--- config.mk ---
export PLATFORM = sky130hd
export DESIGN_NAME = alu_input_loader_flat
export DESIGN_NICKNAME = d
export VERILOG_FILES = /design/src/rtl/alu_input_loader_pkg.sv /design/src/rtl/alu_input_loader_if.sv /design/src/rtl/alu_input_loader_btn_debounce.sv /design/src/rtl/alu_input_loader.sv /design/src/flat_wrapper.sv
export SDC_FILE = /design/constraint.sdc
export NUM_CORES = 1
export LEC_CHECK = 0
export CELL_PAD_IN_SITES_DETAIL_PLACEMENT = 1
export CELL_PAD_IN_SITES_GLOBAL_PLACEMENT = 1
export CORE_ASPECT_RATIO = 1.4
export CORE_UTILIZATION = 40
export DETAILED_ROUTE_END_ITERATION = 8
export PLACE_DENSITY = 0.75
export SLEW_MARGIN = 10
export SYNTH_ARGS = -nofsm -noshare
export SYNTH_HDL_FRONTEND = slang
export SYNTH_HIERARCHICAL = 1
export SYNTH_SLANG_ARGS = --single-unit
--- constraint.sdc ---
create_clock -name clk -period 2.6 [get_ports clk]
set_input_delay 0.39 -clock clk [delete_from_list [all_inputs] [get_ports clk]]
set_output_delay 0.39 -clock clk [all_outputs]
set_load 0.02 [all_outputs]
--- src/rtl/alu_input_loader_pkg.sv ---
// Shared constants for the ALU input loader: debounce state encoding,
// button indices and the ALU opcodes used by the top and its bench.
package alu_pkg;

    typedef enum logic [1:0] {
        DEB_IDLE      = 2'd0,
        DEB_PRESS_CNT = 2'd1,
        DEB_HELD      = 2'd2,
        DEB_REL_CNT   = 2'd3
    } deb_state_t;

    localparam int NUM_BTN = 3;
    localparam int BTN_A   = 0;
    localparam int BTN_B   = 1;
    localparam int BTN_OP  = 2;

    localparam logic [5:0] OP_ADD = 6'b100000;
    localparam logic [5:0] OP_SUB = 6'b100010;
    localparam logic [5:0] OP_AND = 6'b100100;
    localparam logic [5:0] OP_OR  = 6'b100101;
    localparam logic [5:0] OP_XOR = 6'b100110;
    localparam logic [5:0] OP_NOR = 6'b100111;
    localparam logic [5:0] OP_SRA = 6'b000011;
    localparam logic [5:0] OP_SRL = 6'b000010;

endpackage

--- src/rtl/alu_input_loader_if.sv ---
// Board-side bundle of the loader: raw switches/buttons in, ALU operands out.
// The master side drives switches and buttons, the slave side is the loader.
interface alu_input_loader_if #(
    parameter int NB_DATA = 4,
    parameter int NB_OP   = 6,
    parameter int NB_SW   = 8
);
    logic        [NB_SW-1:0]   i_sw;
    logic        [2:0]         i_btn;
    logic signed [NB_DATA-1:0] o_datoA;
    logic signed [NB_DATA-1:0] o_datoB;
    logic        [NB_OP-1:0]   o_operation;
    logic                      o_valid;

    modport master (
        output i_sw,
        output i_btn,
        input  o_datoA,
        input  o_datoB,
        input  o_operation,
        input  o_valid
    );

    modport slave (
        input  i_sw,
        input  i_btn,
        output o_datoA,
        output o_datoB,
        output o_operation,
        output o_valid
    );
endinterface

--- src/rtl/alu_input_loader_btn_debounce.sv ---
// One push-button path: 2-flop synchronizer, debounce FSM with a saturating
// stability counter, and a registered single-cycle pulse per accepted press.
module btn_debounce
    import alu_pkg::*;
#(
    parameter int DEBOUNCE_CYCLES = 500000
) (
    input  logic clk,
    input  logic i_rst_n,
    input  logic i_btn,
    output logic o_pulse
);
    localparam int               CNT_W    = $clog2(DEBOUNCE_CYCLES);
    localparam logic [CNT_W-1:0] CNT_LAST = CNT_W'(DEBOUNCE_CYCLES - 1);

    logic             btn_meta_reg;
    logic             btn_sync_reg;
    deb_state_t       state_reg;
    deb_state_t       state_next;
    logic [CNT_W-1:0] count_reg;
    logic [CNT_W-1:0] count_next;
    logic             pulse_reg;
    logic             pulse_next;
    logic             count_done;

    assign count_done = (count_reg == CNT_LAST);

    always_ff @(posedge clk or negedge i_rst_n) begin
        if (!i_rst_n) begin
            btn_meta_reg <= 1'b0;
            btn_sync_reg <= 1'b0;
            state_reg    <= DEB_IDLE;
            count_reg    <= '0;
            pulse_reg    <= 1'b0;
        end else begin
            btn_meta_reg <= i_btn;
            btn_sync_reg <= btn_meta_reg;
            state_reg    <= state_next;
            count_reg    <= count_next;
            pulse_reg    <= pulse_next;
        end
    end

    always_comb begin
        state_next = state_reg;
        case (state_reg)
            DEB_IDLE:      if (btn_sync_reg) state_next = DEB_PRESS_CNT;
            DEB_PRESS_CNT: begin
                if (!btn_sync_reg)   state_next = DEB_IDLE;
                else if (count_done) state_next = DEB_HELD;
            end
            DEB_HELD:      if (!btn_sync_reg) state_next = DEB_REL_CNT;
            DEB_REL_CNT: begin
                if (btn_sync_reg)    state_next = DEB_HELD;
                else if (count_done) state_next = DEB_IDLE;
            end
            default:       state_next = DEB_IDLE;
        endcase
    end

    // The counter restarts from zero on every state change and stops at
    // CNT_LAST because reaching it always leaves the counting state.
    always_comb begin
        count_next = '0;
        pulse_next = 1'b0;
        case (state_reg)
            DEB_PRESS_CNT: begin
                if (btn_sync_reg && count_done) pulse_next = 1'b1;
                else if (btn_sync_reg)          count_next = count_reg + 1'b1;
            end
            DEB_REL_CNT: begin
                if (!btn_sync_reg && !count_done) count_next = count_reg + 1'b1;
            end
            default: count_next = '0;
        endcase
    end

    assign o_pulse = pulse_reg;

endmodule

--- src/rtl/alu_input_loader.sv ---
// Captures the synchronized switches into operand A, operand B and the opcode
// on debounced button presses; o_valid flags that all three have been loaded.
module alu_input_loader
    import alu_pkg::*;
#(
    parameter int NB_DATA         = 4,
    parameter int NB_OP           = 6,
    parameter int NB_SW           = 8,
    parameter int DEBOUNCE_CYCLES = 500000
) (
    input  logic             clk,
    input  logic             i_rst_n,
    alu_input_loader_if.slave bus
);
    // Only the switch bits that some target register can take are synchronized.
    localparam int NB_MAX = (NB_DATA > NB_OP) ? NB_DATA : NB_OP;
    localparam int NB_CAP = (NB_MAX < NB_SW) ? NB_MAX : NB_SW;

    logic        [NB_CAP-1:0]  sw_meta_reg;
    logic        [NB_CAP-1:0]  sw_sync_reg;
    logic        [NUM_BTN-1:0] load_pulse;
    logic        [NUM_BTN-1:0] loaded_reg;
    logic signed [NB_DATA-1:0] dato_a_reg;
    logic signed [NB_DATA-1:0] dato_b_reg;
    logic        [NB_OP-1:0]   operation_reg;

    genvar gi;
    generate
        for (gi = 0; gi < NUM_BTN; gi++) begin : g_btn
            btn_debounce #(
                .DEBOUNCE_CYCLES(DEBOUNCE_CYCLES)
            ) u_debounce (
                .clk    (clk),
                .i_rst_n(i_rst_n),
                .i_btn  (bus.i_btn[gi]),
                .o_pulse(load_pulse[gi])
            );
        end
    endgenerate

    always_ff @(posedge clk or negedge i_rst_n) begin
        if (!i_rst_n) begin
            sw_meta_reg   <= '0;
            sw_sync_reg   <= '0;
            dato_a_reg    <= '0;
            dato_b_reg    <= '0;
            operation_reg <= '0;
            loaded_reg    <= '0;
        end else begin
            sw_meta_reg <= bus.i_sw[NB_CAP-1:0];
            sw_sync_reg <= sw_meta_reg;
            if (load_pulse[BTN_A])  dato_a_reg    <= sw_sync_reg[NB_DATA-1:0];
            if (load_pulse[BTN_B])  dato_b_reg    <= sw_sync_reg[NB_DATA-1:0];
            if (load_pulse[BTN_OP]) operation_reg <= sw_sync_reg[NB_OP-1:0];
            loaded_reg <= loaded_reg | load_pulse;
        end
    end

    assign bus.o_datoA     = dato_a_reg;
    assign bus.o_datoB     = dato_b_reg;
    assign bus.o_operation = operation_reg;
    assign bus.o_valid     = &loaded_reg;

endmodule

--- src/flat_wrapper.sv ---
// flat-port wrapper written by rule: the top's interface ports become plain ports
module alu_input_loader_flat import alu_pkg::*;
#(
    parameter int NB_DATA         = 4,
    parameter int NB_OP           = 6,
    parameter int NB_SW           = 8,
    parameter int DEBOUNCE_CYCLES = 500000
)
  (clk, i_rst_n, bus_i_sw, bus_i_btn, bus_o_datoA, bus_o_datoB, bus_o_operation, bus_o_valid);
  alu_input_loader_if #(.NB_DATA(NB_DATA), .NB_OP(NB_OP), .NB_SW(NB_SW)) bus_i ();
  input  logic clk;
  input  logic i_rst_n;
  input wire logic [$bits(bus_i.i_sw)-1:0] bus_i_sw;
  input wire logic [$bits(bus_i.i_btn)-1:0] bus_i_btn;
  output wire logic [$bits(bus_i.o_datoA)-1:0] bus_o_datoA;
  output wire logic [$bits(bus_i.o_datoB)-1:0] bus_o_datoB;
  output wire logic [$bits(bus_i.o_operation)-1:0] bus_o_operation;
  output wire logic [$bits(bus_i.o_valid)-1:0] bus_o_valid;
  assign bus_i.i_sw = bus_i_sw;
  assign bus_i.i_btn = bus_i_btn;
  assign bus_o_datoA = bus_i.o_datoA;
  assign bus_o_datoB = bus_i.o_datoB;
  assign bus_o_operation = bus_i.o_operation;
  assign bus_o_valid = bus_i.o_valid;
  alu_input_loader #(.NB_DATA(NB_DATA), .NB_OP(NB_OP), .NB_SW(NB_SW), .DEBOUNCE_CYCLES(DEBOUNCE_CYCLES)) u_core (.clk(clk), .i_rst_n(i_rst_n), .bus(bus_i));
endmodule
* Word-level counts from Yosys, hierarchy flattened
Cells that the tools add are included.
Storage, ports and cells: register bits after elaboration 101, input bits 13, output and inout port bits 15, logic and storage cells 107
Cells by class: multiplexer cells 39, reduce and logical (&&, ||, !) cells 19, equal/unequal tests 24, bitwise logic cells 1, $add $sub $neg 3
Operators with widths (count):
- $mux 19 | 9
- $pmux 19 s2 | 3
- $add 19x1->19 const B | 3
- $eq 19x19->1 const B | 3
- $mux 2 | 18
- $pmux 2 s4 | 3
- $ne 3x3->1 const B | 6
- $eq 2x2->1 const B | 6
- $ne 2x2->1 const B | 6
- $reduce_and 4->1 | 3
- $eq 2x1->1 const B | 3
- $logic_and 1x1->1 | 6
- $logic_not 1->1 | 6
- $logic_not 2->1 | 3
- $mux 1 | 6
- $or 3x3->3 | 1
- $reduce_and 3->1 | 1

* Depth between registers and ports, before layout
depth after elaboration 5, gate-level depth with buffers 7, mapped depth without buffers 5

* Modules after synthesis
Netlist, hierarchy kept.
By module, submodules not included:
- btn_debounce | instances 3, area an instance 1147.4 um2, cells each 113, seq. area each 600.6 um2
- alu_input_loader | instances 1, area an instance 942.2 um2, cells each 48, seq. area each 725.7 um2

* Worst setup path before layout
No wires, ideal clock.
kind reg-to-reg, from register u_core.g_btn[0].u_debounce.count_reg[0], to register u_core.g_btn[0].u_debounce.count_reg[18], path slack 0.623 ns, stages on the path, launching flop included 7, period minus slack after synthesis 1.977 ns, data required time 2.527 ns, arrival time 1.904 ns, path buffers 1, setup time 0.073 ns, path through dfrtp_1 > ha_1 > nand4_4 > or3_1 > buf_2 > or4_4 > a21oi_2
On the way: cells in the longest elaborated chain, start to end 5, elaborated cells between the ends (all ways) 9, those cells by class 1 x add/sub; 1 x eq/ne; 4 x mux; 3 x reduce/logical
RTL lines:
- start, declared | line alu_input_loader_btn_debounce.sv:20 | logic [CNT_W-1:0] count_reg;
- start signal, assigned | line alu_input_loader_btn_debounce.sv:39 | count_reg <= count_next;
- parallel branches: the longest is 4 deep, another holds $add 19x1->19
- $pmux 19 s2 * | line alu_input_loader_btn_debounce.sv:66 | case (state_reg)
- net u_core.g_btn[0].u_debounce.count_next[18] | line alu_input_loader_btn_debounce.sv:21 | logic [CNT_W-1:0] count_next;
Mark *: on every way through the listed nets, which the timed path passes. A chain may end at the register's enable or synchronous reset.

* Final worst setup path
from register u_core.g_btn[2].u_debounce.count_reg[9], to register u_core.g_btn[2].u_debounce.count_reg[6]
On the way: cells in the longest elaborated chain, start to end 5, elaborated cells between the ends (all ways) 7, those cells by class 1 x eq/ne; 3 x mux; 3 x reduce/logical
RTL lines:
- start, declared | line alu_input_loader_btn_debounce.sv:20
- start signal, assigned | line alu_input_loader_btn_debounce.sv:39
- $eq 19x19->1 * | line alu_input_loader_btn_debounce.sv:26 | assign count_done = (count_reg == CNT_LAST);
- $logic_not 1->1 | line alu_input_loader_btn_debounce.sv:72 | if (!btn_sync_reg && !count_done) count_next = count_reg + 1'b1;
- $logic_and 1x1->1 | line alu_input_loader_btn_debounce.sv:72
- $mux 19 | line alu_input_loader_btn_debounce.sv:72
- $pmux 19 s2 * | line alu_input_loader_btn_debounce.sv:66
- net u_core.g_btn[2].u_debounce.count_next[6] | line alu_input_loader_btn_debounce.sv:21
The timed path passes the listed nets; every way through them passes the cells marked *.

==> out/qor.csv <==
metric;value;unit
Worst Path Arrival;2.39;ns
CTS Sinks;101;
Leakage;0.00203;uW
first-pass GRT wire length;15300;um
Worst Hold Class;input port to async pin;
fin worst setup slack;0.430;ns
Finished Core Util;0.476;
Peak VDD IR;0.271;mV
initial core utilization;0.417;
Slew Viols, Final;0;
clock tree buffer depth;2;
synthesized area;4380;sq um
Final GP Congestion;0.780;
fillers;1139;
Min Hold Slack;0.0865;ns
vias in the first global route;3183;
Num CTS Buffers;9;
DR DRC count;0;
status;completed;
total wire length;8750;um
die area;11400;sq um
Skew-Pair Late Insertion Delay;0.34;ns
FP Rows;44;
maxcap violations;0;
Core ar.;10500;sq um
largest net degree at the start of global routing;102;
Power Density;579;nW/um^2
Reg clk slew, reported paths;0.06;ns
Gate Count Post-Synth;387;
share of cells above drive strength 1;0.127;
Final TNS setup;0;ns
Tmin final;2.17;ns
Tcrit/Tclk final;0.835;
CTS root buf;clkbuf_16;
Ys Warns;6;
H-tree depth;3;
drt via density;5.24;
via count;2914;
setup bufs post-CTS;0;
P&R area growth vs syn;14.2;%
Mean Syn Cell Area;11.3;sq um
RSZ-0062 raised after global routing;false;
Placement Cell Area;4740;sq um
drt pass-1 iters;4;
Synth Net Count;403;
# hold bufs at CTS;0;
HPWL after DPL;5970;um
number of port buffers;25;
DR iter-0 viols;87;
height of the die;126;um
wire length per cell;15.7;um
Final Hold Vio Count;0;
post-synth cell types;31;
CTS tree;built;
Worst Tran Pin Value;0.541;ns
initial antenna violation count;0;
Startpoint Class;flop;
sequential area share after synthesis;0.576;
diode count;0;
total gr overflow;0;
RR Startpoint;u_core/g_btn[2].u_debounce/count_reg[9];
ANT nets after route;0;
fin nets;430;
I/O pins;28;
max reg flops;57;
setup violators final;0;
worst path required time;2.82;ns
Post-Place Worst Slack;0.384;ns
post-cts sizing count;0;
f_max;461;MHz
Die X-Extent;90.5;um
skew final;0.00508;ns
CP endpoint kind;flop;
Setup CP Type;flop to flop;
worst-path fanout max;17;
Setup crit start;u_core/g_btn[2].u_debounce/count_reg[9];
gr usage total;0.170;
normalized max-slew margin;0.639;
Synth Register Bits;101;
final instance area;5010;sq um
## metrics by stage
step                power (uW)  cells
floorplan                 1660    387
global placement          1710    541
detailed placement        1720    541
CTS                       2960    556
global route              3010    556
finish                    2900    556
## cells by family after synthesis
logic type,count (synthesis),share of synthesized area
flip-flops,101,0.576
AO/OA/AOI/OAI,33,0.0462
adder cells (fa/ha/maj),3,0.00856
multiplexers,17,0.0488
AND/OR/NAND/NOR,169,0.210
XOR/XNOR,39,0.0779
buffers and inverters,25,0.0317
## worst paths after layout
path | endpoint | slack, ns | cells after the start
setup / recovery | u_core/g_btn[2].u_debounce/count_reg[6] | 0.43 | 4
hold / removal | u_core/g_btn[2].u_debounce/count_reg[9] | 0.09 | 2
setup reg to reg | u_core/g_btn[2].u_debounce/count_reg[6] | 0.43 | 4
hold reg to reg | u_core/g_btn[2].u_debounce/btn_sync_reg | 0.35 | 0
max in group asynchronous | u_core/g_btn[2].u_debounce/o_pulse | 2.09 | 2
min in group clk | u_core/g_btn[2].u_debounce/btn_sync_reg | 0.35 | 0
## report_power, final
part,internal [uW],total (uW),switching (uW)
combinational,24.7,77.3,52.6
sequential,1590,1610,14.5
clock,647,1220,572
total,2260,2900,639
## synth_stat cells
master | instances | area (sq um)
a21o_2 | 3 | 26.3
a21oi_1 | 12 | 60.1
a21oi_2 | 3 | 26.3
and2_1 | 3 | 18.8
and3_1 | 1 | 6.26
buf_2 | 3 | 15.0
buf_4 | 3 | 22.5
buf_6 | 4 | 45.0
dfrtp_1 | 101 | 2530
ha_1 | 3 | 37.5
inv_1 | 15 | 56.3
mux2_2 | 11 | 124
mux2_4 | 6 | 90.1
nand2_1 | 18 | 67.6
nand3_1 | 27 | 135
nand4_1 | 9 | 56.3
nand4_4 | 3 | 63.8
nor2_1 | 57 | 214
nor3_1 | 3 | 15.0
nor3b_1 | 3 | 22.5
nor4_1 | 9 | 56.3
o21ai_0 | 9 | 45.0
o31ai_1 | 6 | 45.0
or2_1 | 1 | 6.26
or2_2 | 5 | 31.3
or3_1 | 12 | 75.1
or4_1 | 12 | 90.1
or4_4 | 3 | 33.8
or4b_2 | 3 | 30.0
xnor2_1 | 27 | 236
xor2_1 | 12 | 105
## critical path: stages (launching register included)
cell,delay (ns)
dfrtp_1,0.41
or4b_2,0.69
nor4_1,0.41
a21o_2,0.44
nor2_1,0.09
## routing by layer
layer	vias up	GRT usage	routed length (um)
met5	-	0	0
met4	0	0.0949	231
met3	14	0.0223	136
met2	36	0.300	4640
met1	1469	0.199	3750
li1	1395	-	-
## area by class of cell
class,instances,area [sq um],area share
clock buffer,10,229,0.0457
sequential,101,2530,0.505
timing repair buffer,26,268,0.0535
clock inverter,5,37.5,0.00749
tap,138,173,0.0345
multi-input combinational,261,1720,0.343
inverter,15,56.3,0.0112
## cells in the final DEF, fill, tap and decap left out, drive strengths merged, types with 15 or more instances in the layout
| cell type | count |
|---|---|
| mux2 | 17 |
| clkdlybuf4s50 | 24 |
| or4 | 15 |
| nand3 | 27 |
| inv | 16 |
| xnor2 | 27 |
| nor2 | 57 |
| a21oi | 15 |
| nand2 | 18 |
| dfrtp | 101 |
(Power assumes the default switching activity.)
